File: config.mk
export PLATFORM = sky130hd
export DESIGN_NAME = wb_priority_arbiter
export DESIGN_NICKNAME = d
export VERILOG_FILES = /design/src/rtl/wb_priority_arbiter.sv
export SDC_FILE = /design/constraint.sdc
export NUM_CORES = 1
export LEC_CHECK = 0
export ABC_AREA = 1
export CAP_MARGIN = 5
export CORE_AREA = 5 5 169 171
export CTS_BUF_LIST = sky130_fd_sc_hd__clkbuf_8
export DETAILED_ROUTE_END_ITERATION = 12
export DIE_AREA = 0 0 174 176
export PLACE_DENSITY = 0.59
export SYNTH_ARGS = -nofsm -noshare
export SYNTH_HDL_FRONTEND = slang
export SYNTH_SLANG_ARGS = --single-unit
export TNS_END_PERCENT = 1
File: constraint.sdc
create_clock -name clk -period 2.35 [get_ports clk]
set_input_delay 0.705 -clock clk [delete_from_list [all_inputs] [get_ports clk]]
set_output_delay 0.705 -clock clk [all_outputs]
set_load 0.005 [all_outputs]
File: src/rtl/wb_priority_arbiter.sv
// Write-back result arbiter: picks one of nine execution-unit results per cycle into a
// registered output slot, with a starvation guard that briefly reverses the priority order.
module wb_priority_arbiter #(
    parameter int XLEN         = 32,
    parameter int STARVE_LIMIT = 8
) (
    input  logic                 clk,
    input  logic                 reset_n,
    input  logic                 flush,
    input  logic [9:0]           req_valid,
    output logic [9:0]           req_ready,
    input  logic [10*XLEN-1:0]   req_result,
    input  logic [49:0]          req_rd,
    input  logic [9:0]           req_fp_wr,
    output logic                 out_valid,
    input  logic                 out_ready,
    output logic [XLEN-1:0]      out_result,
    output logic [4:0]           out_rd,
    output logic                 out_fp_wr,
    output logic [3:0]           out_unit
);

    localparam logic [3:0] UNIT_NONE = 4'b0111;
    // Slot k (k=0 highest) holds the unit code: FDIV, FSQRT, R4, FMUL, FADD_SUB, DIV, MUL, FP, ALU.
    localparam logic [35:0] PRIO_ORDER = {4'd6, 4'd5, 4'd4, 4'd3, 4'd2, 4'd1, 4'd9, 4'd8, 4'd0};
    localparam logic [7:0]  STARVE_TC  = 8'(STARVE_LIMIT - 1);

    logic [7:0] starve_cnt;
    logic       inv_pending;
    logic       load;
    logic [9:0] valid_m;
    logic [9:0] grant;
    logic [3:0] win;
    logic [3:0] cand;
    logic       found;
    logic       losers;
    logic       xfer;

    always_comb begin
        load    = ~flush & (~out_valid | out_ready);
        valid_m = req_valid & ~10'b00_1000_0000;
        win     = UNIT_NONE;
        cand    = '0;
        found   = 1'b0;
        // Walk from lowest to highest priority so the last hit is the winner.
        for (int k = 8; k >= 0; k--) begin
            cand = inv_pending ? PRIO_ORDER[4*(8-k) +: 4] : PRIO_ORDER[4*k +: 4];
            if (valid_m[cand]) begin
                win   = cand;
                found = 1'b1;
            end
        end
        grant = '0;
        if (load && found && reset_n)
            grant[win] = 1'b1;
        xfer   = |grant;
        losers = |(valid_m & ~grant);
    end

    assign req_ready = grant;

    always_ff @(posedge clk or negedge reset_n) begin
        if (!reset_n) begin
            out_valid   <= 1'b0;
            out_result  <= '0;
            out_rd      <= '0;
            out_fp_wr   <= 1'b0;
            out_unit    <= UNIT_NONE;
            starve_cnt  <= '0;
            inv_pending <= 1'b0;
        end else if (flush) begin
            out_valid   <= 1'b0;
            out_unit    <= UNIT_NONE;
            starve_cnt  <= '0;
            inv_pending <= 1'b0;
        end else if (load) begin
            if (xfer) begin
                out_valid  <= 1'b1;
                out_unit   <= win;
                out_result <= req_result[int'(win)*XLEN +: XLEN];
                out_rd     <= req_rd[int'(win)*5 +: 5];
                out_fp_wr  <= req_fp_wr[win];
                if (inv_pending) begin
                    starve_cnt  <= '0;
                    inv_pending <= 1'b0;
                end else if (losers) begin
                    if (starve_cnt == STARVE_TC)
                        inv_pending <= 1'b1;
                    starve_cnt <= starve_cnt + 8'd1;
                end else begin
                    starve_cnt <= '0;
                end
            end else begin
                out_valid <= 1'b0;
                out_unit  <= UNIT_NONE;
            end
        end
    end

endmodule

==> metrics.md <==
| Metric | Value |
|---|---|
| Status | `complete, but fails checks` |
| Violated checks | `negative setup slack` |
| Fin crit share | `123%` |
| Row count | `60` |
| Critical Path Start Type | `primary input` |
| Syn. warnings | `0` |
| Largest cells by area after synthesis | `nand2_1, dfrtp_1, nand3_1` |
| Die Span Y | `~180 microns` |
| Mapped Cells | `1198` |
| Clock transition at path regs | `about 110 ps` |
| Ys flop type | `dfrtp_1` |
| Crit-path max FO | `6` |
| Area share of the largest cell type after synthesis | `35.2%` |
| VDD IR max | `between 0.15 and 0.2 mV` |
| Setup slack, reg-to-reg | `-240 ps` |
| Starting Density | `24.2%` |
| Mapped Area | `6470 sq um` |
| Setup Viol. Count Final | `56` |
| Clk sinks | `52` |
| Root buffer cell | `clkbuf_8` |
| Final instance area | `12300 sq um` |
| Detailed placement HPWL | `28.3 mm` |
| Post-route ant nets | `0` |
| Number of synthesized flops with an enable pin | `0` |
| Rel. slew slack | `roughly 50%` |
| Leak pwr | `around 5.7 nW` |
| Pwr dens | `between 300 and 400 nW/um^2` |
| Drt pass-1 iters | `6` |
| Nets | `roughly 2100` |
| R2r worst-path depth | `17` |
| Deepest level of the CTS H-tree | `2` |
| WL final | `36.6 mm` |
| Worst R2R Start | `inv_pending` |
| Chip width | `approximately 170 microns` |
| Total CTS buffers | `5` |
| Pins Over Slew Limit | `0` |
| Largest net degree at the start of global routing | `just under 90` |
| Hold Path Class | `in2async` |
| CTS tree | `built` |
| Post-synthesis sequential area ratio | `20.2%` |
| Fraction of layout cells with a size suffix above 1 | `15.0%` |
| CTS Buffer Depth | `2` |
| Max Cap Violations | `0` |
| Gr usage total | `22.6%` |
| Skew final | `approximately 11 ps` |
| # port buffers | `between 400 and 500` |
| Area leader, netlist | `nand2_1` |
| Ys async rst share | `100%` |
| Final std cells w/o fill | `2008` |
| Setup crit end kind | `primary output` |
| RR Endpoint | `out_rd[1]` |
| Detailed-route DRC error count | `0` |
| Syn avg cell area | `5.40 sq um` |
| Vias in the first global route | `9460` |
| Hold_buf cts | `0` |
| DP Area | `11500 sq um` |
| WL/cell | `18.2 microns` |
| Crit Path Category | `in2out` |
| Vias per cell | `4.67` |
| Crit path time final | `2900 ps` |
| RSZ-0062 raised after global routing | `yes` |
| Synth unique cells | `35` |
| Worst EP arrival | `2190 ps` |
| Synth Register Bits | `52` |
| Routability cong. | `~0.86` |
| Critical Path RT | `around 1600 ps` |
| Syn-to-layout area delta | `90.5%` |
| First-pass GRT wire length | `55.1 mm` |
| Grt ovf | `0` |
| Setup ws final | `-545 ps` |
| Max Fclk | `345 MHz` |
| Die area | `30600 sq um` |
| Total power draw | `3.95 mW` |
| Endpoints failing hold | `0` |
| I/O pin cnt | `447` |
| Via count | `9383` |
| Clock latency at the later pin of the worst-skew pair | `330 ps` |
| Synth Net Count | `between 1500 and 2000` |
| Detailed router's first-iteration violation count | `456` |
| Setup tns final | `-14180 ps` |
| Core Area | `26700 sq um` |
| Inst Count DP | `1963` |
| Initial antenna violation count | `2` |
| Worst-Margin Slew | `about 740 ps` |
-- through the flow --
stage	util (%)	setup slack (ps)	hold slack, ps
final	46.1	-545	511
after global routing	46.1	-652	526
after floorplan	-	-15.9	409
after detailed placement	43.0	-1240	493
after global placement	43.0	-1210	469
after CTS	45.7	-517	514
-- cells by family after synthesis --
family                     Yosys count  share of synthesized area [%]
AOI/OAI and AO/OA                  166                           13.1
adders and majority gates            1                          0.193
xor gates and xnor gates             4                          0.541
other                                1                         0.0579
DFF                                 52                           20.2
buffers and inverters              146                           10.1
and+or+nand+nor                    828                           55.8
-- critical path, stage by stage --
cell             delay [ps]
clkdlybuf4s15_1         240
nand2_4                 110
nand3_4                 110
nor2_8                  200
nand2_4                  90
nor2_4                  130
nor2_4                   60
buf_6                   120
nor2_4                  110
buf_6                   120
nand2_4                  40
inv_1                    40
buf_2                   100
-- flip-flops by register name (all words and copies together) (netlist names) --
signal,count
out_result,32
starve_cnt,8
out_rd,5
out_unit,4
inv_pending,1
out_fp_wr,1
out_valid,1
-- layer usage --
layer | share of wire (%) | track usage (%) | vias up
met5 | 0 | 0 | -
li1 | - | - | 4708
met2 | 50 | 40.8 | 366
met3 | 7.3 | 5.80 | 48
met1 | 40 | 26.6 | 4261
met4 | 2.5 | 6.04 | 0
-- cell usage after synthesis, drive strengths merged, types with 3 or more instances --
master / number
a21oi: 82
buf: 53
clkbuf: 28
dfrtp: 49
dfstp: 3
inv: 65
nand2: 611
nand3: 95
nand3b: 41
nand4: 3
nor2: 35
nor3: 4
o21ai: 82
or2: 38
xor2: 4
-- where the power goes --
group          switching [mW]  internal, mW
clock network           0.348         0.316
logic                   0.915          1.25
registers              0.0876          1.03
-- layout make-up --
cell class              count  area, sq um
flip-flops and latches     52         1310
inverters                  65          251
repair buffers            539         5390
fillers                  2831        14400
multi-input cells        1000         4840
clock buffers               5         68.8
diodes                      3         7.51
well taps                 341          427
clock inverters             3         42.5
-- worst max path at each step --
| stage | start | end | slack [ps] | depth (start not counted) |
|---|---|---|---|---|
| floorplan | req_valid[9] | req_ready[1] | -20 | 10 |
| global placement | req_valid[0] | req_ready[3] | -1210 | 12 |
| detailed placement | req_valid[8] | req_ready[3] | -1240 | 12 |
| CTS | inv_pending | req_ready[3] | -520 | 11 |
| global route | req_valid[9] | req_ready[6] | -650 | 13 |
| finish | req_valid[9] | req_ready[6] | -550 | 13 |
-- placed cells by master (no fill, tap or decap), types with 10 or more instances in the layout --
cell type,n
or2_2,38
buf_4,62
clkdlybuf4s50_1,425
buf_2,11
nor2_4,13
inv_1,59
nand2_4,12
nand3_1,84
o21ai_1,65
buf_6,17
a21oi_1,72
nand3b_1,41
o21ai_2,10
dfrtp_1,48
a21oi_2,10
nand2_2,18
buf_12,13
nand2_1,581
nor2_1,18
-- what timing repair did --
action / CTS / global route
buffers inserted: 29 / 4
cloned: 1 / 0
setup endpoints to repair: 58 / 56
pin swaps: 47 / 15
resized for setup: 173 / 23
Note: power is estimated with default switching activity, not from simulation.
